File: config.mk
export PLATFORM = sky130hd
export DESIGN_NAME = longop_issue_controller
export DESIGN_NICKNAME = d
export VERILOG_FILES = /design/src/rtl/longop_issue_controller.sv
export SDC_FILE = /design/constraint.sdc
export NUM_CORES = 1
export LEC_CHECK = 0
export CORE_MARGIN = 2
export CORE_UTILIZATION = 40
export CTS_CLUSTER_SIZE = 8
export DETAILED_ROUTE_END_ITERATION = 10
export SYNTH_ARGS = -nofsm -noshare
export SYNTH_HDL_FRONTEND = slang
export SYNTH_SLANG_ARGS = --single-unit
File: constraint.sdc
create_clock -name clk -period 2.69 [get_ports clk]
set_input_delay 0.538 -clock clk [delete_from_list [all_inputs] [get_ports clk]]
set_output_delay 0.538 -clock clk [all_outputs]
set_load 0.02 [all_outputs]
File: src/rtl/longop_issue_controller.sv
// Purpose: sequences multi-cycle FPU / crypto-core ops beside the EX stage.
//   It freezes the front end, pulses the unit start, waits for done and
//   releases the instruction with a one-cycle result strobe.
// Latency: the issue is accepted in IDLE, START follows one cycle later,
//   and result_valid fires one cycle after done is seen.
// Backpressure: stall holds PC, IF/ID and ID/EX while a unit is owned.
//   During ABORT, stall only holds a newly arriving long op.
// Ports:
//   clk, rst                    clock, async active-high reset
//   issue_valid, issue_unit     ID/EX instruction and unit select (0=ALU, 1=FPU, 2=crypto, 3=rsvd)
//   flush                       kill the instruction in the long-op slot
//   fpu_done, crypto_done       unit completion pulses
//   fpu_start, crypto_start     one-cycle start pulses
//   stall, bubble               front-end hold / EX-MEM write suppression
//   result_valid                EX/MEM captures the unit result this cycle
//   busy, active_unit           a unit is owned / latched unit code
//   timeout_err                 sticky: a forced release happened
module longop_issue_controller #(
  parameter int TIMEOUT_CYCLES = 64
) (
  input  logic       clk,
  input  logic       rst,
  input  logic       issue_valid,
  input  logic [1:0] issue_unit,
  input  logic       flush,
  input  logic       fpu_done,
  input  logic       crypto_done,
  output logic       fpu_start,
  output logic       crypto_start,
  output logic       stall,
  output logic       bubble,
  output logic       result_valid,
  output logic       busy,
  output logic [1:0] active_unit,
  output logic       timeout_err
);

  localparam int CW = $clog2(TIMEOUT_CYCLES + 1);
  localparam logic [CW-1:0] CNT_LAST = CW'(TIMEOUT_CYCLES - 1);
  localparam logic [CW-1:0] CNT_MAX  = CW'(TIMEOUT_CYCLES);

  typedef enum logic [2:0] {
    S_IDLE  = 3'd0,
    S_START = 3'd1,
    S_WAIT  = 3'd2,
    S_DONE  = 3'd3,
    S_ABORT = 3'd4
  } state_t;

  state_t        state_q, state_d;
  logic [CW-1:0] cnt_q, cnt_d;
  logic [1:0]    unit_q, unit_d;
  logic          err_q, err_d;

  logic          issue_long;
  logic          unit_done;
  logic          timed_out;
  logic [CW-1:0] cnt_inc;

  // Only FPU and crypto are long ops; the reserved code behaves like ALU.
  assign issue_long = issue_valid && (issue_unit == 2'd1 || issue_unit == 2'd2);
  // Completion from the unit we do not own is ignored.
  assign unit_done  = (unit_q == 2'd1 && fpu_done) || (unit_q == 2'd2 && crypto_done);
  // The counter holds the number of WAIT/ABORT cycles already completed, so
  // reaching LAST marks the final permitted cycle. Using >= covers the case
  // where the counter has moved past LAST while the slot was aborting.
  assign timed_out  = (cnt_q >= CNT_LAST);
  assign cnt_inc    = (cnt_q == CNT_MAX) ? cnt_q : cnt_q + 1'b1;

  always_ff @(posedge clk or posedge rst) begin
    if (rst) begin
      state_q <= S_IDLE;
      cnt_q   <= '0;
      unit_q  <= 2'd0;
      err_q   <= 1'b0;
    end else begin
      state_q <= state_d;
      cnt_q   <= cnt_d;
      unit_q  <= unit_d;
      err_q   <= err_d;
    end
  end

  always_comb begin
    state_d      = state_q;
    cnt_d        = cnt_q;
    unit_d       = unit_q;
    err_d        = err_q;
    fpu_start    = 1'b0;
    crypto_start = 1'b0;
    stall        = 1'b0;
    bubble       = 1'b0;
    result_valid = 1'b0;

    unique case (state_q)
      S_IDLE: begin
        if (issue_long && !flush) begin
          unit_d  = issue_unit;
          state_d = S_START;
        end
      end
      S_START: begin
        stall        = 1'b1;
        bubble       = 1'b1;
        fpu_start    = (unit_q == 2'd1);
        crypto_start = (unit_q == 2'd2);
        cnt_d        = '0;
        state_d      = S_WAIT;
      end
      S_WAIT: begin
        stall  = 1'b1;
        bubble = 1'b1;
        cnt_d  = cnt_inc;
        // flush beats done; done on the last cycle beats the timeout.
        if (flush) begin
          state_d = S_ABORT;
        end else if (unit_done) begin
          state_d = S_DONE;
        end else if (timed_out) begin
          err_d   = 1'b1;
          state_d = S_DONE;
        end
      end
      S_DONE: begin
        result_valid = !flush;
        bubble       = flush;
        unit_d       = 2'd0;
        state_d      = S_IDLE;
      end
      S_ABORT: begin
        // The unit is still running, so a new long op has to wait for it.
        stall  = issue_long;
        bubble = issue_long;
        cnt_d  = cnt_inc;
        if (unit_done) begin
          unit_d  = 2'd0;
          state_d = S_IDLE;
        end else if (timed_out) begin
          err_d   = 1'b1;
          unit_d  = 2'd0;
          state_d = S_IDLE;
        end
      end
      default: begin
        state_d = S_IDLE;
        unit_d  = 2'd0;
      end
    endcase
  end

  assign busy        = (state_q != S_IDLE);
  assign active_unit = unit_q;
  assign timeout_err = err_q;

endmodule

# Word level (Yosys, flattened, before mapping)
# Cells that the tools add are included.
# word_totals
reg_bits,13
input_bits,8
word_cells,60
output_inout_bits,9
# classes
magnitude_cmp,1
mux,22
bitwise_logic,1
add_sub_neg,1
n_eq_ne,14
reduce_logical,17
# op_table
cell,n
3-bit two-way mux,6
7-bit case mux with 2 select lines,1
3-bit case mux with 4 select lines,1
"7-bit by 1-bit adder with 7-bit output, second input constant",1
"7-bit equality test, second input constant",1
"7-bit by 6-bit >= comparator with 1-bit output, second input constant",1
7-bit two-way mux,1
"3-bit by 2-bit equality test with 1-bit output, second input constant",2
1-bit two-way mux,6
2-bit two-way mux,3
"2-bit != test, second input constant",3
2-bit case mux with 3 select lines,1
3-bit AND reduction,2
"2-bit by 1-bit equality test with 1-bit output, second input constant",2
"2-bit equality test, second input constant",2
1-bit logical AND,4
"4-bit != test, second input constant",1
1-bit case mux with 2 select lines,2
2-bit AND reduction,2
2-bit nonzero test,2
2-bit OR reduction,2
"3-bit by 1-bit equality test with 1-bit output, second input constant",1
"3-bit equality test, second input constant",1
3-bit zero test,1
other kinds (6),7

# Longest topological paths before layout
# Gate-level depths: netlist (run 1).
# logic_depth
word_depth,6
ltp_mapped,6

# Worst setup path before layout (run 1)
# Ideal clock, no wire load.
# synth_path
kind,register -> output
start,reg state_q[2]
end,out crypto_start
arrival_ps,1576
path_slack_ps,576
path_stages_with_launch,5
cell_sequence,dfrtp_1 > inv_1 > nand3_1 > clkbuf_1 > nor3b_1
# synth_between
elab_chain_len,2
# synth_lines
element,line,source
"start, declared",50,"state_t state_q, state_d;"
"start signal, assigned",77,state_q <= state_d;
3-bit by 1-bit equality test with 1-bit output,95,unique case (state_q)
1-bit two-way mux,95,
"end, declared",29,"output logic crypto_start,"
# No other way between the ends.

# Worst setup path in the final report (run 1)
# layout_path
start,in issue_unit[1]
end,out stall
# layout_between
elab_chain_len,4
elab_cells_between_ends,5
cone_classes,2 x eq/ne; 1 x mux; 2 x reduce/logical
# layout_lines
element,line,source
"start, declared",24,"input logic [1:0] issue_unit,"
2-bit by 1-bit equality test with 1-bit output or 2-bit equality test (tied branches),61,assign issue_long = issue_valid && (issue_unit == 2'd1 || issue_unit == 2'd2);
1-bit logical OR *,61,
1-bit logical AND *,61,
1-bit case mux with 2 select lines *,95,
"end, declared",30,"output logic stall,"
# Mark *: on every way between the ends. The rest lies on a longest branch, timed or not.

==> impl_metrics.py, run 1 <==
metrics = {
    "run_status": {
        "run_status": "finished clean",
    },
    "finish": {
        "n_fill_cell": 223,
        "finalNetCount": 156,
        "utilization_pct": 55.4,
        "multi_input_area_sq_um": 586,
        "fin_cells": 173,
        "area_delta_synth_final_pct": 28.1,
        "final_area_sq_um": 1250,
        "antennaDiodeCount": 0,
        "layout-drive-gt1-share_pct": 12.4,
        "ff_latch_area_sq_um": 327,
    },
    "synthesis": {
        "synth_top_family_by_area": "simple AND/OR/NAND/NOR gates",
        "synth-xor-area-share_pct": 0.899,
        "synth_common_cells": "15 x nand2_1, 13 x dfrtp_1, 11 x inv_1, 9 x a21oi_1, 9 x nand3_1",
        "synth_ff_type": "dfrtp_1",
        "ys_async_sr_fraction_pct": 100,
        "muxShareOfSynthArea_pct": 4.11,
        "netlist_area_sq_um": 975,
        "yosys.area.top_type_share_pct": 33.4,
        "synth_top_cell_by_area": "dfrtp_1",
        "yosys_register_bits": 13,
        "synth_edf_count": 0,
        "synth_area_per_cell_sq_um": 8.06,
        "ys_warn_count": 0,
        "synth-adder-area-share_pct": 2.57,
        "synthSimpleGateAreaFrac_pct": 26.7,
        "syn-num-nets": 131,
        "post-synth-top-count-cell": "nand2_1",
        "synth_cell_types": 38,
        "synth_cells": 121,
        "yosysSeqAreaShare_pct": 33.4,
        "synth.area.top_cells": "dfrtp_1 33%, nand2_1 5.8%, a21oi_1 4.6%, nand3_1 4.6%, inv_1 4.2%",
        "synth_compound_area_share_pct": 25.8,
    },
    "power": {
        "p_seq_share_pct": 31.2,
        "power.leakage_nw": 0.535,
        "power.density_nw_per_um2": 888,
        "p_switching_mw": 0.524,
        "p_int_mw": 0.584,
        "p_comb_share_pct": 57.3,
        "p_sw_share_pct": 47.3,
        "vdd_ir_drop_max_mv": 0.403,
        "clkPwrFrac_pct": 11.5,
    },
    "run": {
        "cap_violations": 0,
    },
    "setup_path": {
        "cpMaxStageDelayCell": "clkdlybuf4s50_1",
        "crit_path_end_kind": "output port",
        "crit_fanout": 3,
        "start_kind": "input pin",
        "path_cells": "clkdlybuf4s50_1 -> xor2_1 -> and3_1 -> a21oi_1 -> o21ai_0 -> dlygate4sd2_1",
        "crit_required_ns": 2.15,
        "cpPeakStageDelay_ns": 0.50,
        "critical_path_arrival_ns": 1.99,
        "r2r_slack_ns": 0.58,
        "criticalPathCategory": "in -> out",
    },
    "drt": {
        "drtAntennaViolNets": 0,
        "drt_iter0_markers": 22,
        "routed_wl_um": 2400,
        "firstDrtPassIters": 4,
        "drc": 0,
        "viasPerCell": 5.89,
        "via_count": 1019,
        "wl_per_cell_um": 13.9,
    },
    "global_route": {
        "grt_pass1_wl_um": 4140,
        "grt_pass1_vias": 925,
        "grtUsageTotal_pct": 20.0,
        "antenna_found_initial": 0,
        "grt_max_degree": 16,
        "globalRoute.totalOverflow": 0,
    },
    "floorplan": {
        "ios": 17,
        "fp-row-count": 17,
        "dieWidth_um": 53.4,
        "initial_core_util_pct": 43.2,
        "die-area_sq_um": 2850,
        "core_sq_um": 2250,
        "die_y_um": 53.4,
    },
    "timing": {
        "setup_viol": 0,
        "hold_violations": 0,
        "skew_ns": 0.00766,
        "grt_setup_unrepaired": "no",
        "layout_min_cycle_time_ns": 2.53,
        "max_freq_mhz": 395,
        "fin_crit_sh_pct": 94.1,
        "slew_headroom_pct": 65.5,
        "setup_ws_ns": 0.158,
        "worst_pin_slew_ns": 0.517,
        "drv_slew": 0,
    },
    "clock_tree": {
        "cts_buffers": 3,
        "cts-root-buf": "clkbuf_4",
        "h-tree-depth": 1,
        "cts_tree": "done",
        "clk_latency_ns": 0.29,
        "cts.repair.resized": 2,
        "cts_sinks": 13,
        "ctsHoldBuffers": 0,
        "path_clk_slew_ns": 0.09,
        "cts_setup_buffers": 0,
        "clk_path_buf_depth": 2,
    },
    "min_path": {
        "hold_path_class": "reg -> reg",
    },
    "placed_design": {
        "hpwl_um": 1790,
        "dpl_cell_area_sq_um": 1220,
        "port_buffers": 16,
        "dp_cells": 169,
        "preCtsSetupSlack_ns": -0.124,
        "gp_congestion": 0.743,
    },
}
==> power groups by stage <==
stage / Sequential, mW / Combinational [mW] / Clock (mW)
after detailed placement: 0.347 / 0.648 / 0
final: 0.346 / 0.635 / 0.128
after CTS: 0.343 / 0.637 / 0.131
after global placement: 0.342 / 0.648 / 0
after floorplan: 0.314 / 0.450 / 0
after global routing: 0.359 / 0.708 / 0.145
==> logic make-up after synthesis <==
| family | Yosys count |
|---|---|
| and+or+nand+nor | 48 |
| AOI/OAI and AO/OA | 36 |
| buffers and inverters | 17 |
| DFF | 13 |
| muxes | 4 |
| adders and majority gates | 2 |
| xor gates and xnor gates | 1 |
==> routing by layer <==
| layer | track usage [%] | up-vias | wire length, um |
|---|---|---|---|
| met2 | 31.7 | 18 | 1110 |
| met5 | 0 | - | 0 |
| met4 | 3.85 | 0 | 14 |
| met3 | 6.50 | 2 | 109 |
| li1 | - | 500 | - |
| met1 | 26.4 | 499 | 1160 |
==> state kept, by name (all words and copies together), names as in the netlist <==
register / flops
active_unit: 2
cnt_q: 7
state_q: 3
timeout_err: 1
==> final timing paths <==
| kind | startpoint | endpoint | depth (start not counted) |
|---|---|---|---|
| setup / recovery | issue_unit[1] | stall | 6 |
| hold / removal | timeout_err$_DFFE_PP0P_ | timeout_err$_DFFE_PP0P_ | 2 |
| setup reg to reg | state_q[2]$_DFFE_PP0P_ | cnt_q[5]$_DFFE_PP0P_ | 5 |
| hold reg to reg | timeout_err$_DFFE_PP0P_ | timeout_err$_DFFE_PP0P_ | 2 |
| max in group asynchronous | rst | state_q[0]$_DFFE_PP0P_ | 2 |
| min in group asynchronous | rst | cnt_q[4]$_DFFE_PP0P_ | 2 |
==> critical path, delay by kind of cell <==
kind                   cells  cell delay, ns
AND/OR/NAND/NOR            1            0.19
XOR/XNOR                   1            0.24
AO/OA/AOI/OAI              2            0.18
buffers and inverters      2            0.85
==> layout by cell type, fill, tap and decap left out, types with 2 or more instances in the layout <==
master and n:
o21ai_0 7, nor3b_1 2, clkdlybuf4s50_1 14, clkbuf_4 3, buf_4 10, a32oi_1 2, nand2_1 15, o22ai_1 2
nor4_1 3, or3b_1 2, dfrtp_1 12, dlygate4sd2_1 2, ha_1 2, o221ai_1 2, o41ai_1 3, nand3_1 9
nor2_1 2, mux2i_1 4, a21oi_1 9, nand2b_1 6, inv_1 10, and3_1 2
==> layout make-up <==
cell class	instances	share of cell area, %
inverters	11	3.31
well taps	28	2.81
clock inverters	1	0.401
repair buffers	26	18.6
flip-flops and latches	13	26.2
multi-input cells	91	46.9
clock buffers	3	1.80
==> through the flow <==
stage | hold slack, ns | power [mW] | setup TNS (ns)
2_1_floorplan | 0.415 | 0.764 | 0
3_3_place_gp | 0.464 | 0.991 | -0.0778
3_5_place_dp | 0.462 | 0.994 | -0.160
4_1_cts | 0.488 | 1.11 | 0
5_1_grt | 0.521 | 1.21 | 0
6_report | 0.483 | 1.11 | 0
Power figures use the tool's default switching activity.
==> run 2, diff against run 1 <==
- CORE_UTILIZATION: 40 -> 55
- PLACE_DENSITY: default -> 0.83
==> run 2 against run 1 <==
- power down 0.30%
- critical path depth shrank 2
- fmax decreased by 0.72%
- clock power is 3% lower
- combinational power shrank 4.3%
- via count down 0.20%
- setup slack worse by 0.018 ns
- register-to-register slack improved by 0.02 ns
- clock skew is 0.0070 ns lower
- largest power group unchanged
- highest routed layer unchanged
==> impl_metrics.py, run 2 (synthesized netlist as in run 1, its figures left out) <==
metrics = {
    "timing": {
        "setup_viol": 0,
        "layout_min_cycle_time_ns": 2.55,
        "drv_slew": 0,
        "grt_setup_unrepaired": "no",
        "hold_violations": 0,
        "skew_ns": 0.000621,
        "setup_ws_ns": 0.140,
        "max_freq_mhz": 392,
        "fin_crit_sh_pct": 94.8,
        "slew_headroom_pct": 63.6,
        "worst_pin_slew_ns": 0.545,
    },
    "setup_path": {
        "critical_path_arrival_ns": 2.01,
        "cpPeakStageDelay_ns": 0.65,
        "start_kind": "flip-flop",
        "cpMaxStageDelayCell": "clkdlybuf4s50_1",
        "startpoint": "state_q[2]$_DFFE_PP0P_",
        "criticalPathCategory": "reg -> out",
        "path_cells": "inv_2 -> nand3_1 -> nor3b_1 -> clkdlybuf4s50_1",
        "r2r_slack_ns": 0.60,
        "crit_path_end_kind": "output port",
        "r2r-end": "cnt_q[5]$_DFFE_PP0P_",
        "r2r_start": "state_q[2]$_DFFE_PP0P_",
        "crit_required_ns": 2.15,
        "rr_worst_depth": 5,
        "crit_end": "fpu_start",
        "crit_fanout": 10,
    },
    "floorplan": {
        "ios": 17,
        "initial_core_util_pct": 57.7,
        "core_sq_um": 1690,
        "die_y_um": 46.1,
        "dieWidth_um": 46.1,
        "die-area_sq_um": 2120,
        "fp-row-count": 15,
    },
    "clock_tree": {
        "cts_sinks": 13,
        "path_clk_slew_ns": 0.09,
        "cts-root-buf": "clkbuf_4",
        "clk_path_buf_depth": 2,
        "clk_latency_ns": 0.27,
        "cts_buffers": 3,
        "ctsHoldBuffers": 0,
        "h-tree-depth": 1,
        "cts_tree": "done",
    },
    "global_route": {
        "grt_max_degree": 16,
        "antenna_found_initial": 0,
        "grtUsageTotal_pct": 25.8,
        "grt_pass1_vias": 918,
        "globalRoute.totalOverflow": 0,
        "grt_pass1_wl_um": 4040,
    },
    "power": {
        "power.leakage_nw": 0.513,
        "power.density_nw_per_um2": 909,
        "vdd_ir_drop_max_mv": 0.713,
    },
    "drt": {
        "viasPerCell": 6.44,
        "firstDrtPassIters": 4,
        "drc": 0,
        "wl_per_cell_um": 15.6,
        "drt_iter0_markers": 16,
        "via_count": 1017,
        "drtAntennaViolNets": 0,
        "routed_wl_um": 2460,
    },
    "finish": {
        "finalNetCount": 152,
        "final_cell_mix": "15 x nand2_1, 14 x clkdlybuf4s50_1, 11 x dfrtp_1",
        "area_delta_synth_final_pct": 24.6,
        "regMostFlops": "cnt_q",
        "layout-drive-gt1-share_pct": 11.3,
        "utilization_pct": 71.9,
        "final_common_cell": "nand2_1",
        "antennaDiodeCount": 0,
        "largest_register_ffs": 7,
    },
    "run": {
        "cap_violations": 0,
    },
    "placed_design": {
        "gp_congestion": 0.806,
        "preCtsSetupSlack_ns": -0.174,
        "hpwl_um": 1740,
        "port_buffers": 16,
    },
    "min_path": {
        "hold_path_class": "reg -> reg",
    },
    "run_status": {
        "run_status": "finished clean",
    },
}
run 2: cell count changes in the layout (fill, tap and decap cells not counted), sizes merged:
cell,before,now
clkbuf,3,4
clkinv,1,0
buf,10,6
run 2: worst min-delay path by stage:
stage                                  from                          to  cells after the start
detailed placement  timeout_err$_DFFE_PP0P_     timeout_err$_DFFE_PP0P_                      2
CTS                 timeout_err$_DFFE_PP0P_     timeout_err$_DFFE_PP0P_                      2
global placement    timeout_err$_DFFE_PP0P_     timeout_err$_DFFE_PP0P_                      2
floorplan                               rst  active_unit[0]$_DFFE_PP0P_                      1
global route        timeout_err$_DFFE_PP0P_     timeout_err$_DFFE_PP0P_                      2
finish              timeout_err$_DFFE_PP0P_     timeout_err$_DFFE_PP0P_                      2
run 2: layout make-up:
| type | count | area [sq um] |
|---|---|---|
| multi-input cells | 91 | 593 |
| clock buffers | 4 | 26.3 |
| repair buffers | 22 | 203 |
| inverters | 11 | 43.8 |
| flip-flops and latches | 13 | 328 |
| fillers | 148 | 474 |
| well taps | 17 | 21.3 |
run 2: repair_timing:
item	4_1_cts	5_1_grt
gates resized for setup	3	5
setup buffers	0	0
pin swaps	0	0
setup endpoints to repair	4	4
run 2: per-stage QoR:
stage / total power, mW / instances / area (sq um) / hold WS, ns / setup TNS (ns)
3_5_place_dp: 0.972 / 154 / 1180 / 0.480 / -0.285
6_report: 1.10 / 158 / 1210 / 0.490 / 0
4_1_cts: 1.09 / 158 / 1200 / 0.502 / 0
5_1_grt: 1.20 / 158 / 1210 / 0.519 / 0
2_1_floorplan: 0.764 / 121 / 975 / 0.415 / 0
3_3_place_gp: 0.947 / 154 / 1180 / 0.458 / -0.197
run 2: metal layers:
layer,wire length (um),part of all wire [%],up-vias,track usage [%]
li1,-,-,495,-
met1,1100,45,497,32.4
met2,1260,51,21,44.2
met3,66,2.7,4,3.14
met4,30,1.2,0,10.3
met5,0,0,-,0
run 2: power breakdown:
group | internal, mW | leakage (nW) | switching, mW
clock | 0.0573 | 0.0150 | 0.0668
combinational | 0.269 | 0.333 | 0.339
sequential | 0.249 | 0.165 | 0.124
total | 0.575 | 0.513 | 0.530
run 2: critical path, delay by kind of cell (launching register included):
kind / cells / cell delay (ns)
DFF: 1 / 0.50
buffers and inverters: 2 / 0.83
and+or+nand+nor: 2 / 0.41
==> run 3, diff against run 2 <==
- CTS_BUF_LIST: default -> sky130_fd_sc_hd__clkbuf_4 sky130_fd_sc_hd__clkbuf_8
==> run 3 against run 2 <==
- clock skew hardly changed
- global-route usage decreased by 0.48 points
- register-to-register slack about the same
- setup slack improved by 0.021 ns
- worst hold slack is essentially flat
- sequential share of layout area fell by 0.083 points
- sequential power is essentially flat
- fmax up 0.83%
- combinational power decreased by 1%
- largest cell class unchanged
- final area increased by 0.31%
==> impl_metrics.py, run 3 (synthesized netlist as in run 1, its figures left out) <==
metrics = {
    "clock_tree": {
        "path_clk_slew_ns": 0.09,
        "cts_sinks": 13,
        "cts_tree": "done",
        "cts_buffers": 3,
        "clk_path_buf_depth": 2,
        "cts_setup_buffers": 0,
        "h-tree-depth": 1,
        "cts-root-buf": "clkbuf_4",
        "clk_latency_ns": 0.27,
    },
    "floorplan": {
        "die_y_um": 46.1,
        "ios": 17,
        "dieWidth_um": 46.1,
        "fp-row-count": 15,
        "core_sq_um": 1690,
        "initial_core_util_pct": 57.7,
        "die-area_sq_um": 2120,
    },
    "global_route": {
        "antenna_found_initial": 0,
        "grt_pass1_wl_um": 3980,
        "globalRoute.totalOverflow": 0,
        "grtUsageTotal_pct": 25.3,
        "grt_pass1_vias": 893,
        "grt_max_degree": 16,
    },
    "setup_path": {
        "crit_buf_inv": 2,
        "start_kind": "input pin",
        "cpMaxStageDelayCell": "clkdlybuf4s50_1",
        "rr_worst_depth": 5,
        "crit_required_ns": 2.15,
        "cp_top_family": "buffers and inverters",
        "criticalPathCategory": "in -> out",
        "crit_path_end_kind": "output port",
        "crit_fanout": 4,
        "cpPeakStageDelay_ns": 0.52,
        "critical_path_arrival_ns": 1.99,
        "path_depth": 6,
        "path_cells": "clkdlybuf4s50_1 -> xor2_2 -> and3_1 -> a21oi_1 -> o21ai_0 -> dlygate4sd2_1",
    },
    "power": {
        "power.density_nw_per_um2": 911,
        "vdd_ir_drop_max_mv": 0.732,
        "finalPower_mw": 1.11,
        "power.leakage_nw": 0.516,
    },
    "finish": {
        "fin_cells": 158,
        "final_cell_mix": "15 x nand2_1, 14 x clkdlybuf4s50_1, 11 x dfrtp_1",
        "area_delta_synth_final_pct": 25.0,
        "layout-drive-gt1-share_pct": 12.1,
        "utilization_pct": 72.1,
        "final_area_sq_um": 1220,
        "largest_register_ffs": 7,
        "finalNetCount": 152,
        "regMostFlops": "cnt_q",
        "final_common_cell": "nand2_1",
        "antennaDiodeCount": 0,
    },
    "timing": {
        "max_freq_mhz": 395,
        "layout_min_cycle_time_ns": 2.53,
        "worst_pin_slew_ns": 0.537,
        "grt_setup_unrepaired": "no",
        "fin_crit_sh_pct": 94.0,
        "setup_viol": 0,
        "skew_ns": 0.000937,
        "drv_slew": 0,
        "holdWs_ns": 0.491,
        "hold_violations": 0,
        "slew_headroom_pct": 64.2,
    },
    "min_path": {
        "hold_path_class": "reg -> reg",
        "min_path_cells": 2,
    },
    "drt": {
        "wl_per_cell_um": 15.2,
        "via_count": 1027,
        "drt_iter0_markers": 23,
        "viasPerCell": 6.50,
        "firstDrtPassIters": 4,
        "routed_wl_um": 2400,
        "drtAntennaViolNets": 0,
        "drc": 0,
    },
    "run_status": {
        "run_status": "finished clean",
    },
    "placed_design": {
        "gp_congestion": 0.806,
        "port_buffers": 16,
        "hpwl_um": 1740,
        "dp_cells": 154,
        "dpl_cell_area_sq_um": 1180,
    },
    "run": {
        "cap_violations": 0,
    },
}
-- run 3: cell types whose count changed in the layout (fill, tap and decap cells not counted) --
cell,delta
clkbuf_1,-1
clkbuf_4,+1
-- run 3: worst reg2reg max path: stages (launching register included) --
cell and delay, ns:
dfrtp_1 0.50, buf_4 0.22, or3b_1 0.39, a32o_2 0.30
a2111oi_2 0.41, mux2i_1 0.21
-- run 3: worst paths after layout --
kind | from | endpoint | slack [ns]
worst max register to register | state_q[2]$_DFFE_PP0P_ | cnt_q[5]$_DFFE_PP0P_ | 0.59
worst min register to register | timeout_err$_DFFE_PP0P_ | timeout_err$_DFFE_PP0P_ | 0.49
max in group asynchronous | rst | state_q[0]$_DFFE_PP0P_ | 1.71
worst max-delay path | issue_unit[1] | stall | 0.16
worst min-delay path | timeout_err$_DFFE_PP0P_ | timeout_err$_DFFE_PP0P_ | 0.49
min in group asynchronous | rst | cnt_q[3]$_DFFE_PP0P_ | 0.60
-- run 3: area by class of cell --
type / instances / area (sq um)
multi-input combinational: 91 / 593
sequential: 13 / 328
inverter: 11 / 43.8
timing repair buffer: 22 / 203
fill: 143 / 470
clock buffer: 4 / 30.0
tap: 17 / 21.3
-- run 3: where the power goes --
| group | total, mW | leakage [nW] | internal [mW] | switching [mW] |
|---|---|---|---|---|
| Sequential | 0.372 | 0.165 | 0.249 | 0.123 |
| Clock | 0.136 | 0.0184 | 0.0674 | 0.0681 |
| Combinational | 0.602 | 0.333 | 0.267 | 0.335 |
-- run 3: metal layers --
layer / vias to the layer above / GRT usage [%] / part of all wire (%)
met5: - / 0 / 0
met4: 0 / 8.00 / 0.79
met1: 503 / 32.6 / 44
met2: 27 / 43.9 / 51
met3: 2 / 2.35 / 3.3
li1: 495 / - / -
-- run 3: what timing repair did --
| item | in CTS | in global routing |
|---|---|---|
| hold buffers | 0 | 0 |
| pin swaps | 0 | 0 |
| endpoints found under the setup margin | 4 | 4 |
| resized for setup | 3 | 5 |
| cloned | 0 | 0 |
-- run 3: stage by stage --
step | setup WS, ns | setup TNS, ns
4_1_cts | 0.0782 | 0
3_5_place_dp | -0.174 | -0.285
2_1_floorplan | 0.576 | 0
6_report | 0.161 | 0
5_1_grt | 0.00353 | 0
3_3_place_gp | -0.146 | -0.197
